## src/rtl/pic_service_ctrl.sv

```systemverilog
// PIC interrupt service controller: priority resolution against ISR, INTA handshake, vector drive, EOI/AEOI.
// Optional rotating priority is enabled by defining ROTATE_PRIORITY_EN.
module pic_service_ctrl #(
  parameter int unsigned INTA_TIMEOUT = 15
) (
  input  logic       clk,
  input  logic       rst_n,
  input  logic [7:0] irr,
  input  logic [4:0] vector_base,
  input  logic       aeoi,
  input  logic       eoi_valid,
  input  logic       eoi_specific,
  input  logic [2:0] eoi_level,
  input  logic       inta_n,
  output logic       int_out,
  output logic [7:0] isr,
  output logic [7:0] clr_req,
  output logic [7:0] data_out,
  output logic       data_oe
);

  localparam int unsigned CW = $clog2(INTA_TIMEOUT + 1);
  localparam logic [CW-1:0] TMO_LAST = CW'(INTA_TIMEOUT - 1);

  localparam logic [1:0] ST_IDLE  = 2'd0;
  localparam logic [1:0] ST_REQ   = 2'd1;
  localparam logic [1:0] ST_WAIT2 = 2'd2;
  localparam logic [1:0] ST_VEC   = 2'd3;

  logic [1:0]    state;
  logic [CW-1:0] tmo_cnt;
  logic [2:0]    lvl;
  logic          spurious;
  logic          prev_inta_n;
  logic          fall;
  logic          rise;

  // Level currently holding the highest priority
  logic [2:0]    base;

`ifdef ROTATE_PRIORITY_EN
  logic [2:0]    low_ptr;
  assign base = low_ptr + 3'd1;
`else
  assign base = '0;
`endif

  assign fall = prev_inta_n & ~inta_n;
  assign rise = ~prev_inta_n & inta_n;

  logic       isr_any;
  logic [2:0] isr_top_lvl;
  logic [2:0] isr_top_rank;
  logic       req_valid;
  logic [2:0] req_lvl;

  // Scan in priority order; rank r is r steps below the highest-priority level
  always_comb begin
    logic [2:0] l;
    l            = '0;
    isr_any      = 1'b0;
    isr_top_lvl  = '0;
    isr_top_rank = '0;
    req_valid    = 1'b0;
    req_lvl      = '0;
    for (int unsigned r = 0; r < 8; r++) begin
      l = base + 3'(r);
      if (!isr_any && isr[l]) begin
        isr_any      = 1'b1;
        isr_top_lvl  = l;
        isr_top_rank = 3'(r);
      end
    end
    for (int unsigned r = 0; r < 8; r++) begin
      l = base + 3'(r);
      if (!req_valid && irr[l] && (!isr_any || (3'(r) < isr_top_rank))) begin
        req_valid = 1'b1;
        req_lvl   = l;
      end
    end
  end

  logic [7:0] eoi_clr;
  logic [7:0] fsm_clr;
  logic [7:0] set_mask;
  logic       aeoi_rot;

  always_comb begin
    eoi_clr  = '0;
    fsm_clr  = '0;
    set_mask = '0;
    aeoi_rot = 1'b0;
    if (eoi_valid) begin
      if (eoi_specific)
        eoi_clr[eoi_level] = 1'b1;
      else if (isr_any)
        eoi_clr[isr_top_lvl] = 1'b1;
    end
    case (state)
      ST_REQ: begin
        if (fall && req_valid)
          set_mask[req_lvl] = 1'b1;
      end
      ST_WAIT2: begin
        if (!fall && (tmo_cnt == TMO_LAST) && !spurious)
          fsm_clr[lvl] = 1'b1;
      end
      ST_VEC: begin
        if (rise && aeoi && !spurious) begin
          fsm_clr[lvl] = 1'b1;
          aeoi_rot     = 1'b1;
        end
      end
      default: ;
    endcase
  end

  // Clears act on the pre-update ISR; a set on the same bit wins
  always_ff @(posedge clk) begin
    if (!rst_n) begin
      isr     <= '0;
      clr_req <= '0;
    end else begin
      isr     <= (isr & ~(eoi_clr | fsm_clr)) | set_mask;
      clr_req <= set_mask;
    end
  end

`ifdef ROTATE_PRIORITY_EN
  always_ff @(posedge clk) begin
    if (!rst_n)
      low_ptr <= 3'd7;
    else if (aeoi_rot)
      low_ptr <= lvl;
    else if (eoi_valid && !eoi_specific && isr_any)
      low_ptr <= isr_top_lvl;
  end
`endif

  always_ff @(posedge clk) begin
    if (!rst_n) begin
      state       <= ST_IDLE;
      tmo_cnt     <= '0;
      lvl         <= '0;
      spurious    <= 1'b0;
      prev_inta_n <= 1'b1;
      int_out     <= 1'b0;
      data_out    <= '0;
      data_oe     <= 1'b0;
    end else begin
      prev_inta_n <= inta_n;
      case (state)
        ST_IDLE: begin
          if (req_valid) begin
            state   <= ST_REQ;
            int_out <= 1'b1;
          end
        end
        ST_REQ: begin
          if (fall) begin
            int_out <= 1'b0;
            tmo_cnt <= '0;
            state   <= ST_WAIT2;
            if (req_valid) begin
              lvl      <= req_lvl;
              spurious <= 1'b0;
            end else begin
              lvl      <= 3'd7;
              spurious <= 1'b1;
            end
          end else if (!req_valid) begin
            int_out <= 1'b0;
            state   <= ST_IDLE;
          end
        end
        ST_WAIT2: begin
          if (fall) begin
            state    <= ST_VEC;
            data_oe  <= 1'b1;
            data_out <= {vector_base, lvl};
          end else if (tmo_cnt == TMO_LAST) begin
            state   <= ST_IDLE;
            tmo_cnt <= '0;
          end else begin
            tmo_cnt <= tmo_cnt + 1'b1;
          end
        end
        ST_VEC: begin
          if (rise) begin
            state    <= ST_IDLE;
            data_oe  <= 1'b0;
            data_out <= '0;
          end
        end
        default: state <= ST_IDLE;
      endcase
    end
  end

endmodule

```

## config.mk

```make
export PLATFORM = sky130hd
export DESIGN_NAME = pic_service_ctrl
export DESIGN_NICKNAME = d
export VERILOG_FILES = /design/src/rtl/pic_service_ctrl.sv
export SDC_FILE = /design/constraint.sdc
export NUM_CORES = 1
export LEC_CHECK = 0
export CAP_MARGIN = 5
export CORE_MARGIN = 1.5
export CORE_UTILIZATION = 53
export CTS_CLUSTER_DIAMETER = 200
export CTS_CLUSTER_SIZE = 10
export DETAILED_ROUTE_END_ITERATION = 10
export PLACE_DENSITY_LB_ADDON = 0.25
export SYNTH_ARGS = -nofsm -noshare
export SYNTH_HDL_FRONTEND = slang
export SYNTH_SLANG_ARGS = --single-unit
```

## constraint.sdc

```tcl
create_clock -name clk -period 2.7 [get_ports clk]
set_input_delay 0.27 -clock clk [delete_from_list [all_inputs] [get_ports clk]]
set_output_delay 0.27 -clock clk [all_outputs]
set_load 0.005 [all_outputs]
```

## Word-level counts from Yosys, hierarchy flattened

Cells that the tools add are included.

| operators by class | value |
|---|---|
| add/subtract/negate cells | 1 |
| multipliers | 0 |
| divide/modulo/power cells | 0 |
| magnitude comparators | 16 |
| eq/ne operators | 11 |
| shifts and indexed selects | 0 |
| muxes and demuxes | 69 |
| bitwise gates (word level) | 8 |
| reduce and logical (&&, ||, !) cells | 65 |

Operators with widths:

| kind | count |
|---|---|
| 2-to-1 mux 8 bit | 9 |
| case mux 8 bit (2 select lines) | 2 |
| logical AND 1 bit | 31 |
| 2-to-1 mux 1 bit | 28 |
| 2-to-1 mux 3 bit | 9 |
| 2-to-1 mux 2 bit | 10 |
| logical NOT 1 bit | 17 |
| < comparator 3 x 4 -> 1 bit, second input constant | 4 |
| bitwise OR 8 bit | 2 |
| demux 1 bit (select 3 bit) | 4 |
| >= comparator 3 x 1 -> 1 bit, second input constant | 4 |
| < comparator 3 bit, first input constant | 4 |
| 2-to-1 mux 4 bit | 3 |
| != test 2 bit, second input constant | 5 |
| AND reduction 3 bit | 3 |
| AND 8 bit | 1 |
| logical OR 1 bit | 8 |
| NOT 8 bit | 1 |
| case mux 2 bit (4 select lines) | 1 |
| case mux 4 bit (2 select lines) | 1 |
| < comparator 1 x 3 -> 1 bit, first input constant | 2 |
| < comparator 2 x 3 -> 1 bit, first input constant | 2 |
| != test 3 bit, second input constant | 2 |
| nonzero test 2 bit | 3 |
| other kinds (10) | 14 |

| storage, ports and cells | value |
|---|---|
| register bits | 37 |
| bits in latches | 0 |
| bits in writable memories | 0 |
| ROM bits | 0 |
| output and inout port bits | 26 |
| memories | 0 |

## Logic depth before layout (Yosys ltp)

Gate-level depths: netlist (run 1).

| depth | value |
|---|---|
| depth in word-level cells | 61 |
| depth in mapped cells | 7 |
| gate-level depth less buffers | 7 |

## Worst setup path before layout (run 1)

OpenSTA, ideal clock, no wires.

| timing | value |
|---|---|
| kind | flip-flop to flip-flop |
| from | reg tmo_cnt[0] |
| to | reg isr[0] |
| setup time | 0.116 ns |
| arrival | 1.548 ns |
| data required time | 2.584 ns |
| slack | 1.036 ns |
| stages on the path, launching flop included | 8 |
| cell sequence | dfxtp_1 -> inv_1 -> ha_1 -> and3_1 -> and4_1 -> o21ai_1 -> or3_1 -> a41o_1 |

| on the way | value |
|---|---|
| word-level cells in the longest chain between the ends | 9 |

RTL lines:

| what | line | source |
|---|---|---|
| start: declaration | 31 | `logic [CW-1:0] tmo_cnt;` |
| start signal: assignment | 185 | `tmo_cnt <= tmo_cnt + 1'b1;` |
| equality test 4 bit | 105 | `if (!fall && (tmo_cnt == TMO_LAST) && !spurious)` |
| logical AND 1 bit (2 in series) | 105 |  |
| 2-to-1 mux 8 bit | 105 |  |
| case mux 8 bit (2 select lines) | 99 | `case (state)` |
| bitwise OR 8 bit | 124 | `isr <= (isr & ~(eoi_clr \| fsm_clr)) \| set_mask;` |
| NOT 8 bit | 124 |  |
| AND 8 bit | 124 |  |
| bitwise OR 8 bit | 124 |  |
| end signal: assignment | 124 |  |
| end: declaration | 16 | `output logic [7:0] isr,` |

No other way between the ends.
A chain may end at the register's enable or synchronous reset.

## Worst setup path in the final report (run 1)

| timing | value |
|---|---|
| from | reg isr[1] |
| to | reg isr[6] |

| on the way | value |
|---|---|
| word-level cells in the longest chain between the ends | 59 |

RTL lines:

| what | line | source |
|---|---|---|
| logical AND 1 bit * | 68 | `if (!isr_any && isr[l]) begin` |
| 2-to-1 mux 1 bit | 68 |  |
| logical NOT 1 bit | 68 |  |
| logical AND 1 bit | 68 |  |
| 2-to-1 mux 1 bit | 68 |  |
| logical NOT 1 bit | 68 |  |
| logical AND 1 bit | 68 |  |
| 2-to-1 mux 1 bit | 68 |  |
| [... 43 more ...] | -- |  |
| 2-to-1 mux 3 bit | 76 | `if (!req_valid && irr[l] && (!isr_any \|\| (3'(r) < isr_top_rank))) begin` |
| < comparator 3 x 4 -> 1 bit (not written as such) or >= comparator 3 x 1 -> 1 bit (tied branches) | 102 | `set_mask[req_lvl] = 1'b1;` |
| logical AND 1 bit (not written as such) | 102 |  |
| 2-to-1 mux 1 bit (not written as such) | 102 |  |
| demux 1 bit (select 3 bit) | 102 |  |
| 2-to-1 mux 8 bit | 101 | `if (fall && req_valid)` |
| 2-to-1 mux 8 bit | 99 |  |
| bitwise OR 8 bit * | 124 |  |

Every way passes the cells marked *; elsewhere a longest branch is shown, timed or not.

==> results of run 1 <==
area by class of cell:
class,instances,area share
multi-input cells,180,0.446
repair buffers,49,0.184
flip-flops and latches,37,0.282
well taps,48,0.0228
clock inverters,3,0.0262
clock buffers,5,0.0262
inverters,9,0.0128
kinds of logic (layout without fill, tap and decap cells):
family / after synthesis / in the layout / share of synthesized area
adders and majority gates: 2 / 2 / 0.0125
AOI/OAI and AO/OA: 66 / 66 / 0.236
buffers and inverters: 18 / 66 / 0.0467
muxes: 2 / 2 / 0.0106
DFF: 37 / 37 / 0.369
and+or+nand+nor: 110 / 110 / 0.326
stage by stage:
step / instances / total power [W] / utilization
after floorplan: 235 / 0.000697 / -
after global placement: 323 / 0.000765 / 0.681
after detailed placement: 323 / 0.000768 / 0.681
after CTS: 331 / 0.00134 / 0.719
after global routing: 331 / 0.00138 / 0.719
final: 331 / 0.00134 / 0.719
worst max path at each step:
stage / start / endpoint / slack, ns / cells past startpoint
floorplan: tmo_cnt[0] / isr[0] / 1.04 / 7
detailed placement: irr[0] / lvl[0] / 0.57 / 6
CTS: isr[1] / isr[6] / 0.78 / 5
finish: isr[1] / isr[6] / 0.75 / 5
global placement: irr[0] / lvl[0] / 0.60 / 6
global route: isr[1] / isr[6] / 0.62 / 5
cell usage in the layout, fill, tap and decap left out, types with 3 or more instances in the layout:
cell type and instances:
a21oi_1 7, nand2b_1 7, nor4_1 3, nand3_1 6
o31ai_1 3, dfxtp_1 37, clkbuf_8 5, and3_1 3
o21ai_1 6, a31oi_1 3, a22oi_1 9, and2_1 3
nor2b_1 19, nand2_1 21, o22ai_1 3, inv_1 8
o21ai_0 11, nor3_1 4, a41o_1 3, nor2_1 20
o32ai_1 3, clkdlybuf4s50_1 47
where the power goes:
part	internal, W	total [W]	switching (W)
clock	0.000372	0.000579	0.000207
sequential	0.000559	0.000579	0.0000205
combinational	0.0000902	0.000178	0.0000878
registers in the layout, indices dropped and copies added, names as in the netlist:
name / cells
data_oe: 1
int_out: 1
lvl: 3
spurious: 1
isr: 8
state: 2
prev_inta_n: 1
clr_req: 8
tmo_cnt: 4
data_out: 8
worst reg2reg max path: cells and delay by family (launching register included):
kind / cells / cell delay, ns
flip-flops: 1 / 0.47
AND/OR/NAND/NOR: 3 / 1.07
AO/OA/AOI/OAI: 2 / 0.36
routing by layer:
layer / vias to the layer above / track usage / routed length, microns
met4: 0 / 0.0718 / 65
met3: 7 / 0.0503 / 287
met1: 872 / 0.322 / 2180
li1: 959 / - / -
met2: 60 / 0.392 / 2250
met5: - / 0 / 0
==> results_dict.tcl, run 1 <==
set metrics [dict create \
    numCtsBuffers 5 \
    synth_top_cell_by_area "dfxtp_1" \
    finClkSkew_ns 0.00711 \
    first_iter_violations 119 \
    cts_tree "built" \
    finalMaxSlewViolations 0 \
    layout.nets 306 \
    maxCapViolations 0 \
    diodes 0 \
    crit_arrival_ns 2.18 \
    routedWlPerCell_microns 14.4 \
    worstPathCellList "nor4_4 -> nand2_2 -> nor4_1 -> o311a_1 -> a41o_1" \
    hold_path_depth 1 \
    rows 22 \
    r2r-start "isr[1]" \
    n_fill_cell 307 \
    coreArea_sq_um 3660 \
    antenna_found_initial 0 \
    ant_nets 0 \
    fp.dieArea_sq_um 4170 \
    grt_pass1_vias 1684 \
    fin_crit_sh 0.721 \
    grt_util_all_layers 0.241 \
    ys_types 60 \
    rsz0062_at_grt "no" \
    cts_resized 0 \
    drive_gt1_frac 0.0919 \
    status "finished clean" \
    synth_edf_count 0 \
    worstSetupStartpointType "register" \
    hold_buffers 0 \
    ioPinCount 48 \
    place_ws_ns 0.568 \
    worstHoldPathType "register to register" \
    seq_area_sq_um 741 \
    numPortBuffers 47 \
    min-delay-start "tmo_cnt[3]" \
    multi_input_area_sq_um 1170 \
    powerDensity_nw_per_um2 508 \
    synth_most_common_cell "dfxtp_1" \
    h-tree-depth 2 \
    routed_via_density 5.73 \
    dieHeight_microns 64.6 \
    path_class "register to register" \
    max_freq_mhz 514 \
    cp_slowest_stage_delay_ns 0.49 \
    gp_congestion 0.923 \
    ys_seq_area_frac 0.369 \
    die_x_microns 64.6 \
    reg2regPathDepth 5 \
    clockBufferDepth 2 \
    yosys-top-cells-count "dfxtp_1, nand2_1, nor2_1" \
    synth_area_per_cell_sq_um 8.55 \
    hold_path_end "tmo_cnt[3]" \
    min_period_ns 1.95 \
    synth_area_sq_um 2010 \
    synthArstFlopShare 0 \
    post-synth-top-area-fraction 0.369 \
    vias 1898 \
    area_delta_synth_final_pct 31.0 \
    worstMarginPinSlew_ns 0.582 \
    slowest_stage "nor4_4" \
    r2r_end "isr[6]" \
    path_max_fanout 11 \
    clk_pin_slew_worst_paths_ns 0.08 \
    clock-sinks 37 \
    critical-path-top-delay-family "simple AND/OR/NAND/NOR gates" \
    first_pass_iters 4 \
    yosys_most_used_dff "dfxtp_1" \
    syn_inst 235 \
    hpwlAfterDp_microns 3510 \
    cts_root_buffer "clkbuf_8" \
    synth_nets 259 \
    synth_seq_cells 37 \
    drt-total-wl_microns 4780 \
    start_util 0.549 \
    peakVddDrop_v 0.000426 \
    fin_setup_tns_ns 0 \
    ys_top_cells_by_area "dfxtp_1, nor2b_1, nand2_1, nor2_1, a22oi_1" \
    endpoint_kind "register" \
    grt_pass1_wl_microns 7850 \
    post_dp_cell_area_sq_um 2490 \
    fin_ws_ns 0.754 \
    yosysWarnings 0 \
    grt_max_degree 32 \
    insertion_delay_ns 0.29 \
    setup_viol 0 \
    crit_buf_inv 0 \
    leakage_nw 0.941 \
    worst_ep_required_time_ns 2.93 \
    final_area_sq_um 2630 \
    r2r_slack_ns 0.75 \
    gr-total-overflow 0 \
    hold_viol 0 \
    post_cts_buffers 0 \
    worst_hold_slack_ns 0.463 \
    drc 0 \
    maxSlewHeadroom 0.611 \
]
Power figures use the tool's default switching activity.
==> inputs of run 2 (changes only) <==
--- a/config.mk
+++ b/config.mk
@@ -7,7 +7,7 @@
 export LEC_CHECK = 0
 export CAP_MARGIN = 5
 export CORE_MARGIN = 1.5
-export CORE_UTILIZATION = 53
+export CORE_UTILIZATION = 49
 export CTS_CLUSTER_DIAMETER = 200
 export CTS_CLUSTER_SIZE = 10
 export DETAILED_ROUTE_END_ITERATION = 10
==> constraint.sdc (replaced) <==
create_clock -name clk -period 1.8 [get_ports clk]
set_input_delay 0.18 -clock clk [delete_from_list [all_inputs] [get_ports clk]]
set_output_delay 0.18 -clock clk [all_outputs]
set_load 0.005 [all_outputs]
==> run 2 against run 1 <==
Against the previous run:
- cell area is 9.3% higher
- final cell count is 9.7% higher
- maximum frequency is 12% higher
- critical path depth is 1 higher
- sequential share of layout area is 2.3 points lower
- wire length is 14% higher
- worst hold slack better by 0.024 ns
- critical endpoint unchanged
- register-to-register slack worse by 0.70 ns
- count of clock-buffer cells in the layout stayed put
- core utilization is 0.56 points higher
- non-clock buffer count is 30 higher
==> results_dict.tcl, run 2 (synthesis results as in run 1) <==
set metrics [dict create \
    routedWlPerCell_microns 15.1 \
    clk_pin_slew_worst_paths_ns 0.08 \
    ioPinCount 48 \
    insertion_delay_ns 0.30 \
    maxCapViolations 0 \
    maxSlewHeadroom 0.680 \
    crit_arrival_ns 1.99 \
    grt_max_degree 32 \
    area_delta_synth_final_pct 43.2 \
    gr-total-overflow 0 \
    fin_ws_ns 0.0553 \
    hold_buffers 0 \
    worstSetupStartpointType "register" \
    powerDensity_nw_per_um2 673 \
    top_regs "clr_req x8, data_out x8, isr x8" \
    final_cell_mix "clkdlybuf4s50_1, dfxtp_1, buf_4, nand2_1, nor2_1" \
    start_util 0.506 \
    numCtsBuffers 5 \
    finalMaxSlewViolations 0 \
    fp.dieArea_sq_um 4490 \
    p_total_w 0.00194 \
    routed_via_density 5.59 \
    max_freq_mhz 573 \
    drc 0 \
    worstHoldPathType "register to register" \
    fin_crit_sh 0.969 \
    grt_pass1_wl_microns 8810 \
    coreArea_sq_um 3970 \
    cts_root_buffer "clkbuf_8" \
    path_max_fanout 6 \
    vias 2029 \
    antenna_found_initial 0 \
    rows 23 \
    finClkSkew_ns 0.00551 \
    final_common_cell "clkdlybuf4s50_1" \
    min_period_ns 1.74 \
    first_pass_iters 4 \
    h-tree-depth 2 \
    dieHeight_microns 67.0 \
    leakage_nw 1.08 \
    place_ws_ns -0.131 \
    drt-total-wl_microns 5460 \
    final_cells 363 \
    cts_tree "built" \
    path_class "register to register" \
    numPortBuffers 47 \
    worstMarginPinSlew_ns 0.474 \
    ant_nets 0 \
    hold_viol 0 \
    drive_gt1_frac 0.208 \
    die_x_microns 67.0 \
    endpoint_kind "register" \
    peakVddDrop_v 0.000548 \
    grt_util_all_layers 0.264 \
    hpwlAfterDp_microns 3980 \
    n_fill_cell 346 \
    clockBufferDepth 2 \
    gp_congestion 0.889 \
    first_iter_violations 157 \
    place_inst 354 \
    layout.nets 336 \
    worst_ep_required_time_ns 2.04 \
    clock-sinks 37 \
    fin_util 0.724 \
    grt_pass1_vias 1821 \
    status "finished clean" \
    setup_viol 0 \
    diodes 0 \
]
run 2: metrics by stage:
stage	hold WS [ns]	setup TNS, ns	cell area (sq um)
final	0.487	0	2880
after global routing	0.527	-0.0506	2880
after CTS	0.464	0	2830
after detailed placement	0.447	-0.693	2710
after global placement	0.449	-0.348	2710
after floorplan	0.281	0	2010
run 2: routing by layer:
| layer | part of all wire | track usage |
|---|---|---|
| met4 | 0.017 | 0.112 |
| met3 | 0.059 | 0.0625 |
| met2 | 0.47 | 0.401 |
| met5 | 0 | 0 |
| met1 | 0.46 | 0.353 |
run 2: timing repair:
| item | 4_1_cts | 5_1_grt |
|---|---|---|
| setup buffers | 0 | 1 |
| resized for setup | 0 | 10 |
| setup endpoints to repair | 0 | 12 |
| hold endpoints to repair | 0 | 0 |
run 2: critical path, cell delays in order, from the launching register on:
cell and delay, ns:
dfxtp_2 0.38, nor4_4 0.35, buf_4 0.21, nand2_2 0.13
nor4_2 0.29, o311a_1 0.24, a41o_1 0.10
run 2: final cells by class:
cell class	count	area, sq um	area share
sequential	37	744	0.259
tap	50	62.6	0.0217
inverter	9	33.8	0.0117
timing repair buffer	79	711	0.247
multi-input combinational	180	1210	0.421
clock buffer	5	68.8	0.0239
clock inverter	3	46.3	0.0161
run 2: report_power, final:
part           switching (W)  total [W]  internal, W  leakage [nW]
registers          0.0000215   0.000860     0.000838         0.301
clock network       0.000325   0.000739     0.000415        0.0543
logic               0.000161   0.000338     0.000177         0.723
total               0.000507    0.00194      0.00143          1.08
run 2: final timing paths:
kind / from / endpoint / slack, ns / cells after the start
worst min register to register: tmo_cnt[3] / tmo_cnt[3] / 0.49 / 1
worst max register to register: isr[2] / isr[6] / 0.06 / 6
worst max-delay path: isr[2] / isr[6] / 0.06 / 6
worst min-delay path: tmo_cnt[3] / tmo_cnt[3] / 0.49 / 1
